===== config.mk =====
export PLATFORM = sky130hd
export DESIGN_NAME = points_sequencer
export DESIGN_NICKNAME = d
export VERILOG_FILES = /design/src/rtl/points_sequencer.sv
export SDC_FILE = /design/constraint.sdc
export NUM_CORES = 1
export LEC_CHECK = 0
export BUFFER_PORTS_ARGS = -buffer_cell sky130_fd_sc_hd__buf_2
export CAP_MARGIN = 20
export CORE_ASPECT_RATIO = 1.25
export CORE_UTILIZATION = 40
export CTS_CLUSTER_DIAMETER = 60
export DETAILED_ROUTE_END_ITERATION = 16
export GPL_TIMING_DRIVEN = 0
export SETUP_SLACK_MARGIN = 0.2
export SKIP_CTS_REPAIR_TIMING = 1
export SYNTH_ARGS = -nofsm -noshare
export SYNTH_HDL_FRONTEND = slang
export SYNTH_SLANG_ARGS = --single-unit

===== constraint.sdc =====
create_clock -name CLK_DRV -period 3.2 [get_ports CLK_DRV]
set_input_delay 0.64 -clock CLK_DRV [delete_from_list [all_inputs] [get_ports CLK_DRV]]
set_output_delay 0.64 -clock CLK_DRV [all_outputs]
set_load 0.03 [all_outputs]

===== src/rtl/points_sequencer.sv =====
// rtl/points_sequencer.sv - turns brick-hit point values into SCLOCK-paced score pulses routed to one player
// Optional per-player 10-bit score totals: define POINTS_SEQUENCER_TOTAL_EN.
module points_sequencer #(
    parameter int NUM_PLAYERS = 2,
    parameter int VALUE_W     = 3,
    parameter int PEND_W      = 6,
    parameter int HOLDOFF     = 6,
    localparam int SEL_W      = (NUM_PLAYERS > 1) ? $clog2(NUM_PLAYERS) : 1
) (
    input  logic                   CLK_DRV,
    input  logic                   RESET,
    input  logic                   START_GAME,
    input  logic                   ATTRACT_N,
    input  logic                   BRICK_HIT,
    input  logic [VALUE_W-1:0]     HIT_VALUE,
    input  logic [SEL_W-1:0]       PLAYER_SEL,
    input  logic                   SCLOCK,
    output logic                   COUNT,
    output logic [NUM_PLAYERS-1:0] COUNT_P,
    output logic                   BUSY,
    output logic [PEND_W-1:0]      PENDING
`ifdef POINTS_SEQUENCER_TOTAL_EN
    ,
    output logic [NUM_PLAYERS*10-1:0] SCORE_TOTAL
`endif
);

    localparam int HOLD_W = (HOLDOFF > 0) ? $clog2(HOLDOFF + 1) : 1;
    localparam int SUM_W  = ((PEND_W > VALUE_W) ? PEND_W : VALUE_W) + 1;
    localparam logic [PEND_W-1:0] PEND_MAX = '1;

    typedef enum logic {
        S_IDLE,
        S_BURST
    } state_t;

    state_t                   r_state;
    logic                     r_prev_hit;
    logic [HOLD_W-1:0]        r_holdoff;
    logic [PEND_W-1:0]        r_pending;
    logic                     r_busy;
    logic                     r_count;
    logic [NUM_PLAYERS-1:0]   r_count_p;
    logic [SEL_W-1:0]         r_player;

    logic                     w_event;
    logic                     w_accept;
    logic                     w_pulse;
    logic [VALUE_W-1:0]       w_add;
    logic [SUM_W-1:0]         w_sum;
    logic [PEND_W-1:0]        w_pend_next;
    logic [SEL_W-1:0]         w_sel;
    logic [NUM_PLAYERS-1:0]   w_player_oh;

    assign w_event  = BRICK_HIT & ~r_prev_hit;
    assign w_accept = w_event & (r_holdoff == '0) & ATTRACT_N;
    // A strobe coinciding with the first hit sees PENDING still zero, so no pulse yet.
    assign w_pulse  = SCLOCK & (r_pending != '0) & ATTRACT_N;
    assign w_add    = w_accept ? HIT_VALUE : '0;
    assign w_sel    = (int'(PLAYER_SEL) < NUM_PLAYERS) ? PLAYER_SEL : '0;

    always_comb begin
        w_sum = SUM_W'(r_pending) + SUM_W'(w_add) - SUM_W'(w_pulse);
        if (w_sum > SUM_W'(PEND_MAX)) begin
            w_pend_next = PEND_MAX;
        end else begin
            w_pend_next = w_sum[PEND_W-1:0];
        end
    end

    always_comb begin
        w_player_oh = '0;
        for (int p = 0; p < NUM_PLAYERS; p++) begin
            if (int'(r_player) == p) begin
                w_player_oh[p] = 1'b1;
            end
        end
    end

    // The burst player is captured only on IDLE->BURST, so mid-burst hits extend the same player's train.
    always_ff @(posedge CLK_DRV) begin
        r_prev_hit <= BRICK_HIT;
        if (RESET || START_GAME) begin
            r_prev_hit <= 1'b0;
            r_state    <= S_IDLE;
            r_holdoff  <= '0;
            r_pending  <= '0;
            r_busy     <= 1'b0;
            r_count    <= 1'b0;
            r_count_p  <= '0;
            r_player   <= '0;
        end else if (!ATTRACT_N) begin
            r_state    <= S_IDLE;
            r_holdoff  <= '0;
            r_pending  <= '0;
            r_busy     <= 1'b0;
            r_count    <= 1'b0;
            r_count_p  <= '0;
        end else begin
            r_pending <= w_pend_next;
            r_busy    <= (w_pend_next != '0);
            r_count   <= w_pulse;
            r_count_p <= w_pulse ? w_player_oh : '0;

            if (w_accept) begin
                r_holdoff <= HOLD_W'(HOLDOFF);
            end else if (r_holdoff != '0) begin
                r_holdoff <= r_holdoff - HOLD_W'(1);
            end

            case (r_state)
                S_IDLE: begin
                    if (w_pend_next != '0) begin
                        r_state  <= S_BURST;
                        r_player <= w_sel;
                    end
                end
                S_BURST: begin
                    if (w_pend_next == '0) begin
                        r_state <= S_IDLE;
                    end
                end
                default: r_state <= S_IDLE;
            endcase
        end
    end

    assign COUNT   = r_count;
    assign COUNT_P = r_count_p;
    assign BUSY    = r_busy;
    assign PENDING = r_pending;

`ifdef POINTS_SEQUENCER_TOTAL_EN
    // Totals survive attract mode; only a reset or new game clears them.
    logic [9:0] r_total [NUM_PLAYERS];

    always_ff @(posedge CLK_DRV) begin
        for (int p = 0; p < NUM_PLAYERS; p++) begin
            if (RESET || START_GAME) begin
                r_total[p] <= 10'd0;
            end else if (r_count_p[p]) begin
                r_total[p] <= r_total[p] + 10'd1;
            end
        end
    end

    for (genvar g = 0; g < NUM_PLAYERS; g++) begin : g_total
        assign SCORE_TOTAL[10*g +: 10] = r_total[g];
    end
`endif

endmodule


==> impl_metrics.sql, run 1 <==
INSERT INTO impl_metrics (metric_group, metric, value, unit) VALUES
('sta', 'clock-skew-final', '0.00186', 'ns'),
('synthesis', 'synthCells', '111', ''),
('setup_path', 'cp_max_fo', '5', ''),
('synthesis', 'number_of_synthesized_flops_with_an_enable_pin', '0', ''),
('outcome', 'run_status', 'finished clean', ''),
('sta', 'max_clock_freq', '330', 'MHz'),
('clock_network', 'clock-sinks', '16', ''),
('setup_path', 'worst_ep_required_time', '3.41', 'ns'),
('clock_network', 'clock_latency', '0.27', 'ns'),
('sta', 'report.final.hold_viol_count', '0', ''),
('final_layout', 'drive_gt1_frac', '0.377', ''),
('final_layout', 'synthToLayoutAreaGrowth', '32.6', '%'),
('hold_path', 'hp-class', 'register to register', ''),
('synthesis', 'synthDominantAreaCellType', 'sky130_fd_sc_hd__dfxtp_1', ''),
('sta', 'grt_setup_unrepaired', 'true', ''),
('clock_network', 'cts_made_buffers', '3', ''),
('clock_network', 'clock_pin_transition_on_the_worst_setup_and_hold_timing_paths', '0.08', 'ns'),
('sta', 'layout_min_cycle_time', '3.03', 'ns'),
('run', 'drv.max_cap_violation_count', '0', ''),
('synthesis', 'synth_cell_type_count', '38', ''),
('setup_path', 'arrival', '3.24', 'ns'),
('power', 'peakVddDrop', '409', 'uV'),
('synthesis', 'synth_top_area_share', '0.332', ''),
('hold_path', 'hold_path_startpoint', 'r_player$_SDFFE_PP0P_', ''),
('detailed_routing', 'dr.pass1.iters', '4', ''),
('detailed_routing', 'detail_route.wl_per_cell', '12.4', 'um'),
('setup_path', 'timing.setup.critical_path_class', 'input port to register', ''),
('setup_path', 'startpoint_of_the_lowest_slack_register_to_register_path', 'PENDING[3]$_SDFF_PP0_', ''),
('global_routing', 'largest_net_degree_at_the_start_of_global_routing', '11', ''),
('synthesis', 'synth-async-reset-ratio', '0', ''),
('die', 'row_count', '19', ''),
('clock_network', 'cts_tree', 'yes', ''),
('setup_path', 'setup.reg_to_reg.worst_slack', '0.21', 'ns'),
('setup_path', 'cp_top_family', 'simple AND/OR/NAND/NOR gates', ''),
('place', 'placed_inst_area', '0.00114', 'mm^2'),
('global_routing', 'global_route.usage.total', '0.165', ''),
('die', 'chipWidth', '46.0', 'um'),
('synthesis', 'synth-seq-area-share', '0.332', ''),
('setup_path', 'worstSetupPathDepth', '13', ''),
('detailed_routing', 'final_antenna_net_count', '0', ''),
('global_routing', 'grt_first_pass_wirelength', '3230', 'um'),
('synthesis', 'postSynthNetCount', '132', ''),
('global_routing', 'grt_pass1_vias', '783', ''),
('power', 'p_leak', '0.000544', 'uW'),
('sta', 'fin_max_slew_vios', '0', ''),
('detailed_routing', 'routed-via-count', '866', ''),
('synthesis', 'syn_avg_cell_area', '8.70', 'um^2'),
('setup_path', 'reg2regPathDepth', '11', ''),
('hold_path', 'hold_path_depth', '1', ''),
('synthesis', 'leading_cell_type_by_number_of_instances_after_synthesis', 'sky130_fd_sc_hd__inv_1', ''),
('setup_path', 'critPathBufInv', '2', ''),
('place', 'detailed_place_hpwl', '1610', 'um'),
('clock_network', 'clk_path_buf_depth', '2', ''),
('final_layout', 'antenna_cells', '0', ''),
('final_layout', 'final_non_filler_cell_total', '169', ''),
('sta', 'finalSetupViolations', '0', ''),
('synthesis', 'synthTopCellsByCount', 'sky130_fd_sc_hd__inv_1, sky130_fd_sc_hd__dfxtp_1, sky130_fd_sc_hd__ha_1, sky130_fd_sc_hd__nor2_1', ''),
('detailed_routing', 'wire_length_after_detailed_routing', '2090', 'um'),
('global_routing', 'overflow', '0', ''),
('sta', 'worst-slew-pin-transition', '0.587', 'ns'),
('detailed_routing', 'route.detailed.vias_per_inst', '5.12', ''),
('sta', 'timing.slew.headroom', '0.609', ''),
('final_layout', 'postLayoutCellArea', '0.00128', 'mm^2'),
('synthesis', 'syn-cell-area', '966', 'um^2'),
('setup_path', 'end_kind', 'register', ''),
('final_layout', 'fin_nets', '161', ''),
('clock_network', 'clockRootBuffer', 'sky130_fd_sc_hd__clkbuf_4', ''),
('synthesis', 'top_cells_by_area_synth', 'sky130_fd_sc_hd__dfxtp_1, sky130_fd_sc_hd__ha_1, sky130_fd_sc_hd__inv_1, sky130_fd_sc_hd__a21oi_1, sky130_fd_sc_hd__nor2_1', ''),
('synthesis', 'synth-seq-cells', '16', ''),
('detailed_routing', 'drc', '0', ''),
('setup_path', 'cp_slowest_stage_delay', '0.51', 'ns');
[state kept, by name, summed over array words and instances, names as in the netlist]
name	count
COUNT	1
PENDING	6
r_state	1
r_prev_hit	1
r_player	1
BUSY	1
COUNT_P	2
r_holdoff	3
[metal layers]
layer  global-route usage  vias to the layer above  part of all wire
met5                    0                        -                 0
met4               0.0630                        0            0.0072
met3               0.0190                        2             0.020
met2                0.280                       10              0.52
met1                0.206                      408              0.45
li1                     -                      446                 -
[worst register-to-register path, cell delays in order (launching register included)]
cell,delay (ns)
sky130_fd_sc_hd__dfxtp_1,0.36
sky130_fd_sc_hd__nor4_2,0.32
sky130_fd_sc_hd__a21oi_2,0.13
sky130_fd_sc_hd__ha_1,0.30
sky130_fd_sc_hd__inv_2,0.04
sky130_fd_sc_hd__ha_4,0.16
sky130_fd_sc_hd__fa_2,0.35
sky130_fd_sc_hd__and3_4,0.19
sky130_fd_sc_hd__o21a_1,0.21
sky130_fd_sc_hd__or4_4,0.51
sky130_fd_sc_hd__and4_4,0.22
sky130_fd_sc_hd__a21oi_2,0.13
[area by class of cell]
class | count | area [um^2]
fill | 236 | 953
multi-input combinational | 77 | 683
sequential | 16 | 320
timing repair buffer | 24 | 149
inverter | 17 | 63.8
tap | 31 | 38.8
clock buffer | 3 | 22.5
buffer | 1 | 3.75
[stage by stage]
stage | power [uW] | hold slack, ns | setup WS, ns | util
finish | 639 | 0.474 | 0.170 | 0.573
global route | 680 | 0.497 | 0.0273 | 0.573
CTS | 590 | 0.467 | 0.0571 | 0.519
detailed placement | 491 | 0.449 | -0.227 | 0.509
global placement | 484 | 0.456 | -0.204 | 0.509
floorplan | 430 | 0.427 | 0.149 | -
[cells in the final DEF (no fill, tap or decap), drive strengths merged]
cell type,n
a2111oi,1
a211oi,1
a21o,1
a21oi,8
a32oi,1
and2,2
and3,2
and4,1
buf,24
clkbuf,4
dfxtp,16
fa,1
ha,10
inv,17
mux2i,1
nand2,8
nand2b,1
nand3,1
nand3b,2
nor2,9
nor2b,2
nor3,3
nor4,2
nor4b,2
o2111a,1
o2111ai,1
o211ai,2
o21a,1
o21ai,5
o21ba,2
or2,1
or3,1
or3b,1
or4,2
xnor2,1
[report_power, final]
part | internal (uW) | switching (uW)
clock network | 43.5 | 53.5
logic | 144 | 177
registers | 211 | 10.5
total | 398 | 241
[logic make-up (layout without fill, tap and decap cells)]
family	Yosys count	in the layout	share of synthesized area
AOI/OAI and AO/OA	24	24	0.196
xor gates and xnor gates	1	1	0.00907
adders and majority gates	11	11	0.150
buffers and inverters	18	45	0.0699
DFF	16	16	0.332
muxes	1	1	0.0104
and+or+nand+nor	40	40	0.233
[worst max path at each step]
| stage | start | slack [ns] | to |
|---|---|---|---|
| 2_1_floorplan | BRICK_HIT | 0.15 | PENDING[0]$_SDFF_PP0_ |
| 3_3_place_gp | ATTRACT_N | -0.20 | PENDING[5]$_SDFF_PP0_ |
| 3_5_place_dp | ATTRACT_N | -0.23 | PENDING[0]$_SDFF_PP0_ |
| 4_1_cts | ATTRACT_N | 0.06 | PENDING[5]$_SDFF_PP0_ |
| 5_1_grt | ATTRACT_N | 0.03 | PENDING[3]$_SDFF_PP0_ |
| 6_report | ATTRACT_N | 0.17 | PENDING[3]$_SDFF_PP0_ |
Note: power is estimated with default switching activity, not from simulation.
==> run 2: changes to the inputs <==
- ABC_AREA: not set -> 1
- CTS_CLUSTER_DIAMETER: 60 -> 200
==> run 2 against run 1 <==
Clock power up 34%. Cell count up 13%. Fmax up 6.6%. Design area down 7.1%. Critical endpoint is now r_player$_SDFFE_PP0P_. Largest cell class unchanged. Sequential cell count unchanged.
==> impl_metrics.sql, run 2 <==
INSERT INTO impl_metrics (metric_group, metric, value, unit) VALUES
('setup_path', 'start_kind', 'register', ''),
('global_routing', 'grt_first_pass_wirelength', '3170', 'um'),
('detailed_routing', 'drt_iter0_drc', '11', ''),
('setup_path', 'worst_ep_required_time', '3.38', 'ns'),
('power', 'cellInternalPower', '386', 'uW'),
('power', 'power.density_cell_area', '524', 'mW/mm^2'),
('final_layout', 'largest_register_ffs', '6', ''),
('synthesis', 'synth-seq-area-share', '0.336', ''),
('power', 'peakVddDrop', '209', 'uV'),
('sta', 'fin_max_slew_vios', '0', ''),
('synthesis', 'post_synth_fa_ha_maj_area_fraction', '0.152', ''),
('synthesis', 'top_cells_by_area_synth', 'sky130_fd_sc_hd__dfxtp_1, sky130_fd_sc_hd__inv_1, sky130_fd_sc_hd__ha_1, sky130_fd_sc_hd__nand2_1, sky130_fd_sc_hd__nor2_1', ''),
('final_layout', 'synthToLayoutAreaGrowth', '25.0', '%'),
('synthesis', 'postSynthNetCount', '154', ''),
('synthesis', 'ys_warn_count', '0', ''),
('die', 'chipWidth', '45.6', 'um'),
('clock_network', 'ctsHtreeMaxLevel', '1', ''),
('sta', 'worst-slew-pin-transition', '0.272', 'ns'),
('final_layout', 'layout.cells.most_common_list', 'sky130_fd_sc_hd__inv_1, sky130_fd_sc_hd__nand2_1, sky130_fd_sc_hd__buf_2', ''),
('die', 'row_count', '19', ''),
('synthesis', 'synthTopCellsByCount', 'sky130_fd_sc_hd__inv_1, sky130_fd_sc_hd__nand2_1, sky130_fd_sc_hd__nor2_1, sky130_fd_sc_hd__dfxtp_1, sky130_fd_sc_hd__ha_1', ''),
('power', 'power.sequential.fraction', '0.349', ''),
('detailed_routing', 'final_antenna_net_count', '0', ''),
('synthesis', 'syn-cell-area', '952', 'um^2'),
('detailed_routing', 'dr.pass1.iters', '4', ''),
('setup_path', 'cp_top_family', 'simple AND/OR/NAND/NOR gates', ''),
('synthesis', 'synth_mux_area_frac', '0', ''),
('global_routing', 'largest_net_degree_at_the_start_of_global_routing', '10', ''),
('synthesis', 'syn_avg_cell_area', '7.16', 'um^2'),
('final_layout', 'filler_cell_count', '249', ''),
('detailed_routing', 'detail_route.wl_per_cell', '9.72', 'um'),
('power', 'p_leak', '0.000672', 'uW'),
('clock_network', 'cts_tree', 'yes', ''),
('place', 'placed_inst_area', '0.00109', 'mm^2'),
('synthesis', 'synth-compound-area-share', '0.0473', ''),
('place', 'detailed_place_hpwl', '1520', 'um'),
('hold_path', 'hp-class', 'register to register', ''),
('setup_path', 'arrival', '3.02', 'ns'),
('clock_network', 'cts_made_buffers', '3', ''),
('synthesis', 'synth-seq-cells', '16', ''),
('sta', 'layout_min_cycle_time', '2.84', 'ns'),
('synthesis', 'leading_cell_type_by_number_of_instances_after_synthesis', 'sky130_fd_sc_hd__inv_1', ''),
('synthesis', 'synth_cell_type_count', '18', ''),
('clock_network', 'clock-sinks', '16', ''),
('sta', 'holdWs', '0.441', 'ns'),
('setup_path', 'cp_max_fo', '4', ''),
('global_routing', 'global_route.usage.total', '0.170', ''),
('sta', 'grt_setup_unrepaired', 'true', ''),
('sta', 'finalSetupViolations', '0', ''),
('clock_network', 'clock_pin_transition_on_the_worst_setup_and_hold_timing_paths', '0.09', 'ns'),
('global_routing', 'grt_antenna_before_repair', '0', ''),
('die', 'placeableCoreArea', '0.00223', 'mm^2'),
('outcome', 'run_status', 'finished clean', ''),
('detailed_routing', 'wire_length_after_detailed_routing', '1860', 'um'),
('final_layout', 'layout_commonest_cell', 'sky130_fd_sc_hd__inv_1', ''),
('final_layout', 'final_non_filler_cell_total', '191', ''),
('detailed_routing', 'drc', '0', ''),
('synthesis', 'yosys.area_share.simple', '0.311', ''),
('sta', 'report.final.hold_viol_count', '0', ''),
('die', 'design.die.area', '0.00258', 'mm^2'),
('synthesis', 'number_of_synthesized_flops_with_an_enable_pin', '0', ''),
('die', 'dieHeight', '56.6', 'um'),
('synthesis', 'synth_top_family_by_area', 'simple AND/OR/NAND/NOR gates', ''),
('setup_path', 'cp_slowest_stage_delay', '0.39', 'ns'),
('setup_path', 'end_kind', 'register', ''),
('place', 'place_inst', '183', ''),
('clock_network', 'clock_latency', '0.28', 'ns'),
('clock_network', 'clk_path_buf_depth', '2', ''),
('setup_path', 'timing.setup.critical_path_class', 'register to register', ''),
('die', 'initial_utilization', '0.426', ''),
('final_layout', 'fin_nets', '182', ''),
('final_layout', 'antenna_cells', '0', ''),
('global_routing', 'overflow', '0', ''),
('power', 'p_comb_frac', '0.443', ''),
('place', 'gpl.final_weighted_congestion', '0.790', ''),
('sta', 'timing.slew.headroom', '0.817', ''),
('clock_network', 'clockRootBuffer', 'sky130_fd_sc_hd__clkbuf_4', ''),
('synthesis', 'synth-async-reset-ratio', '0', ''),
('power', 'swShare', '0.381', ''),
('setup_path', 'critPathBufInv', '3', ''),
('sta', 'setup_ws', '0.357', 'ns'),
('detailed_routing', 'route.detailed.vias_per_inst', '4.54', ''),
('setup_path', 'cp_cell_sequence', 'nor2_1 -> inv_1 -> nor2_2 -> inv_1 -> nor4_4 -> nand2_1 -> ha_1 -> inv_1 -> ha_2 -> fa_2 -> xnor2_2 -> nand2_1 -> nor2_1 -> nand4_4 -> a21oi_1 -> nor2_1', ''),
('power', 'power_switching', '238', 'uW'),
('synthesis', 'synthCells', '133', ''),
('synthesis', 'synthXorXnorAreaFrac', '0.0184', ''),
('detailed_routing', 'routed-via-count', '868', ''),
('setup_path', 'crit_path_top_delay_cell', 'sky130_fd_sc_hd__fa_2', ''),
('global_routing', 'grt_pass1_vias', '819', ''),
('synthesis', 'synth_flop_cell', 'sky130_fd_sc_hd__dfxtp_1', ''),
('final_layout', 'postLayoutCellArea', '0.00119', 'mm^2'),
('sta', 'part_of_the_cycle_the_worst_path_needs', '0.888', ''),
('place', 'numPortBuffers', '19', ''),
('die', 'ioPinCount', '20', ''),
('power', 'power.share.clock', '0.209', ''),
('synthesis', 'synth_top_area_share', '0.336', ''),
('place', 'dp_slack', '-0.0539', 'ns'),
('synthesis', 'synthDominantAreaCellType', 'sky130_fd_sc_hd__dfxtp_1', ''),
('sta', 'max_clock_freq', '352', 'MHz'),
('run', 'drv.max_cap_violation_count', '0', ''),
('final_layout', 'drive_gt1_frac', '0.256', ''),
('sta', 'clock-skew-final', '0.00303', 'ns');
==> run 2: changes by cell type in the layout (fill, tap and decap cells not counted), moves of 3 or more <==
cell	delta
sky130_fd_sc_hd__nand2_1	+19
sky130_fd_sc_hd__a21oi_2	-6
sky130_fd_sc_hd__nor2_1	+8
sky130_fd_sc_hd__ha_4	-3
sky130_fd_sc_hd__a21oi_1	+4
sky130_fd_sc_hd__nand3_1	+4
sky130_fd_sc_hd__inv_1	+19
sky130_fd_sc_hd__nand3_2	+3
==> run 2: logic make-up (layout without fill, tap and decap cells) <==
family,count (synthesis),in the layout
simple gates,61,61
flops,16,16
xor+xnor,2,2
buf+inv,34,61
fa+ha+maj,11,11
compound gates,9,9
==> run 2: area by class of cell <==
| type | count | area (um^2) | area share |
|---|---|---|---|
| multi-input cells | 83 | 542 | 0.455 |
| flip-flops and latches | 16 | 320 | 0.269 |
| inverters | 34 | 128 | 0.107 |
| repair buffers | 23 | 125 | 0.105 |
| well taps | 31 | 38.8 | 0.0326 |
| clock buffers | 4 | 36.3 | 0.0305 |
==> run 2: per-layer routing <==
layer	wire length [um]	GRT usage	part of all wire
met2	1010	0.286	0.54
met5	0	0	0
met1	771	0.193	0.42
met4	19	0.0909	0.010
met3	58	0.0289	0.031
==> run 2: worst reg2reg max path: cells and delay by family, from the launching register on <==
kind | cells | cell delay (ns)
simple gates | 8 | 1.04
fa+ha+maj | 3 | 0.86
flops | 1 | 0.33
buf+inv | 3 | 0.19
xor+xnor | 1 | 0.18
compound gates | 1 | 0.14
==> run 2: final timing paths <==
path / start / to / slack (ns) / depth (start not counted)
worst max-delay path: r_holdoff[0]$_SDFFE_PP0P_ / r_player$_SDFFE_PP0P_ / 0.36 / 16
worst min-delay path: r_player$_SDFFE_PP0P_ / COUNT_P[0]$_SDFF_PP0_ / 0.44 / 1
worst max register to register: r_holdoff[0]$_SDFFE_PP0P_ / r_player$_SDFFE_PP0P_ / 0.36 / 16
worst min register to register: r_player$_SDFFE_PP0P_ / COUNT_P[0]$_SDFF_PP0_ / 0.44 / 1
==> run 2: stage by stage <==
| step | util | power, uW | TNS [ns] |
|---|---|---|---|
| final | 0.532 | 624 | 0 |
| after global routing | 0.532 | 688 | 0 |
| after CTS | 0.502 | 598 | 0 |
| after detailed placement | 0.486 | 465 | -0.0620 |
| after global placement | 0.486 | 460 | -0.0336 |
| after floorplan | - | 416 | 0 |
==> run 2: power groups by stage <==
stage | logic (uW) | clock network [uW] | registers, uW
after floorplan | 179 | 0 | 237
after global placement | 239 | 0 | 221
after detailed placement | 243 | 0 | 222
after CTS | 245 | 136 | 218
after global routing | 317 | 153 | 219
final | 276 | 130 | 218
==> run 3: changes to the inputs <==
- BUFFER_PORTS_ARGS: -buffer_cell sky130_fd_sc_hd__buf_2 -> not set
- DONT_BUFFER_PORTS: not set -> 1
- HOLD_SLACK_MARGIN: not set -> 0.02
==> run 3 against run 2 <==
Worst setup slack got worse by 0.11 ns. Highest routed layer unchanged. Count of clock-buffer cells in the layout did not move. Sequential power up 8%. First-iteration DRC count fell by 9.1%. Cell count decreased by 9.9%. Total power up 4.4%. Core utilization fell by 2.0 points. Die area is the same. Largest power group unchanged. Hold slack worse by 0.011 ns. Critical endpoint unchanged. Sequential cell count did not move.
==> impl_metrics.sql, run 3 (synthesized netlist as in run 2, its figures left out) <==
INSERT INTO impl_metrics (metric_group, metric, value, unit) VALUES
('sta', 'grt_setup_unrepaired', 'true', ''),
('place', 'detailed_place_hpwl', '1510', 'um'),
('outcome', 'run_status', 'finished clean', ''),
('power', 'p_leak', '0.000589', 'uW'),
('global_routing', 'largest_net_degree_at_the_start_of_global_routing', '10', ''),
('clock_network', 'clockRootBuffer', 'sky130_fd_sc_hd__clkbuf_4', ''),
('place', 'gpl.final_weighted_congestion', '0.750', ''),
('die', 'ioPinCount', '20', ''),
('global_routing', 'global_route.usage.total', '0.164', ''),
('final_layout', 'filler_cell_count', '244', ''),
('global_routing', 'overflow', '0', ''),
('clock_network', 'cts_tree', 'yes', ''),
('hold_path', 'hp-class', 'register to register', ''),
('die', 'row_count', '19', ''),
('die', 'placeableCoreArea', '0.00223', 'mm^2'),
('setup_path', 'cp_max_fo', '5', ''),
('sta', 'worst-slew-pin-transition', '0.459', 'ns'),
('clock_network', 'clk_path_buf_depth', '2', ''),
('power', 'peakVddDrop', '239', 'uV'),
('clock_network', 'clock_pin_transition_on_the_worst_setup_and_hold_timing_paths', '0.09', 'ns'),
('setup_path', 'worst_ep_required_time', '3.40', 'ns'),
('die', 'initial_utilization', '0.426', ''),
('detailed_routing', 'detail_route.wl_per_cell', '11.0', 'um'),
('detailed_routing', 'dr.pass1.iters', '3', ''),
('sta', 'setup-tns-final', '0', 'ns'),
('sta', 'fin_max_slew_vios', '0', ''),
('global_routing', 'grt_first_pass_wirelength', '3040', 'um'),
('power', 'power.density_cell_area', '569', 'mW/mm^2'),
('clock_network', 'clock-sinks', '16', ''),
('final_layout', 'antenna_cells', '0', ''),
('final_layout', 'largest_register_ffs', '6', ''),
('detailed_routing', 'drc', '0', ''),
('final_layout', 'layout.cells.most_common_list', 'sky130_fd_sc_hd__inv_1, sky130_fd_sc_hd__nand2_1, sky130_fd_sc_hd__nor2_1', ''),
('sta', 'clock-skew-final', '0.00664', 'ns'),
('place', 'numPortBuffers', '0', ''),
('detailed_routing', 'final_antenna_net_count', '0', ''),
('final_layout', 'synthToLayoutAreaGrowth', '20.4', '%'),
('setup_path', 'start_kind', 'register', ''),
('setup_path', 'arrival', '3.15', 'ns'),
('detailed_routing', 'route.detailed.vias_per_inst', '4.66', ''),
('die', 'chipWidth', '45.6', 'um'),
('sta', 'layout_min_cycle_time', '2.95', 'ns'),
('global_routing', 'grt_antenna_before_repair', '0', ''),
('final_layout', 'fin_nets', '163', ''),
('final_layout', 'drive_gt1_frac', '0.227', ''),
('clock_network', 'ctsHtreeMaxLevel', '1', ''),
('detailed_routing', 'wire_length_after_detailed_routing', '1890', 'um'),
('place', 'dp_slack', '-0.0431', 'ns'),
('setup_path', 'end_kind', 'register', ''),
('final_layout', 'layout_commonest_cell', 'sky130_fd_sc_hd__inv_1', ''),
('die', 'design.die.area', '0.00258', 'mm^2'),
('die', 'dieHeight', '56.6', 'um'),
('sta', 'report.final.hold_viol_count', '0', ''),
('global_routing', 'grt_pass1_vias', '752', ''),
('sta', 'timing.slew.headroom', '0.693', ''),
('clock_network', 'cts_made_buffers', '3', ''),
('clock_network', 'clock_latency', '0.29', 'ns'),
('final_layout', 'postLayoutCoreUtil', '0.513', ''),
('sta', 'setup_ws', '0.246', 'ns'),
('sta', 'max_clock_freq', '338', 'MHz'),
('run', 'drv.max_cap_violation_count', '0', ''),
('detailed_routing', 'drt_iter0_drc', '10', ''),
('sta', 'finalSetupViolations', '0', ''),
('detailed_routing', 'routed-via-count', '801', ''),
('sta', 'part_of_the_cycle_the_worst_path_needs', '0.923', ''),
('setup_path', 'timing.setup.critical_path_class', 'register to register', '');
## run 3: metrics by stage
stage | std cells | power, uW | hold WS [ns] | area (um^2)
after floorplan | 133 | 416 | 0.412 | 952
after global placement | 164 | 450 | 0.427 | 991
after detailed placement | 164 | 455 | 0.433 | 991
after CTS | 168 | 587 | 0.448 | 1030
after global routing | 172 | 705 | 0.448 | 1150
final | 172 | 652 | 0.429 | 1150
## run 3: routing by layer
metal / vias to the layer above / track usage / wire, um
met5: - / 0 / 0
met4: 0 / 0.104 / 53
met3: 4 / 0.00965 / 35
met2: 12 / 0.298 / 1060
met1: 365 / 0.171 / 738
li1: 420 / - / -
## run 3: critical path: stages (launching register included)
cell	delay, ns
sky130_fd_sc_hd__dfxtp_2	0.33
sky130_fd_sc_hd__nor2_1	0.08
sky130_fd_sc_hd__inv_1	0.08
sky130_fd_sc_hd__nor2_2	0.14
sky130_fd_sc_hd__inv_2	0.06
sky130_fd_sc_hd__nor4_4	0.36
sky130_fd_sc_hd__nand2_1	0.12
sky130_fd_sc_hd__ha_1	0.31
sky130_fd_sc_hd__inv_2	0.04
sky130_fd_sc_hd__ha_4	0.16
sky130_fd_sc_hd__fa_2	0.42
sky130_fd_sc_hd__nand2_2	0.10
sky130_fd_sc_hd__nand2_4	0.06
sky130_fd_sc_hd__nand2_4	0.09
sky130_fd_sc_hd__xor2_4	0.18
sky130_fd_sc_hd__nand4_4	0.13
sky130_fd_sc_hd__a21oi_2	0.15
sky130_fd_sc_hd__nor2_1	0.04
## run 3: area by class of cell
cell class	instances	area [um^2]	area share
Multi-Input combinational cell	83	592	0.516
Clock buffer	4	36.3	0.0317
Tap cell	31	38.8	0.0338
Timing Repair Buffer	4	30.0	0.0262
Inverter	34	128	0.111
Sequential cell	16	322	0.281
## run 3: power breakdown
part	total (uW)	internal, uW	switching [uW]
registers	236	210	26.2
logic	285	113	172
clock network	131	69.3	61.4
total	652	392	260
## run 3: final timing paths
path	endpoint	slack [ns]	start	depth (start not counted)
max	r_player$_SDFFE_PP0P_	0.25	r_holdoff[0]$_SDFFE_PP0P_	17
min	r_holdoff[0]$_SDFFE_PP0P_	0.43	r_holdoff[0]$_SDFFE_PP0P_	1
max reg2reg	r_player$_SDFFE_PP0P_	0.25	r_holdoff[0]$_SDFFE_PP0P_	17
min reg2reg	r_holdoff[0]$_SDFFE_PP0P_	0.43	r_holdoff[0]$_SDFFE_PP0P_	1
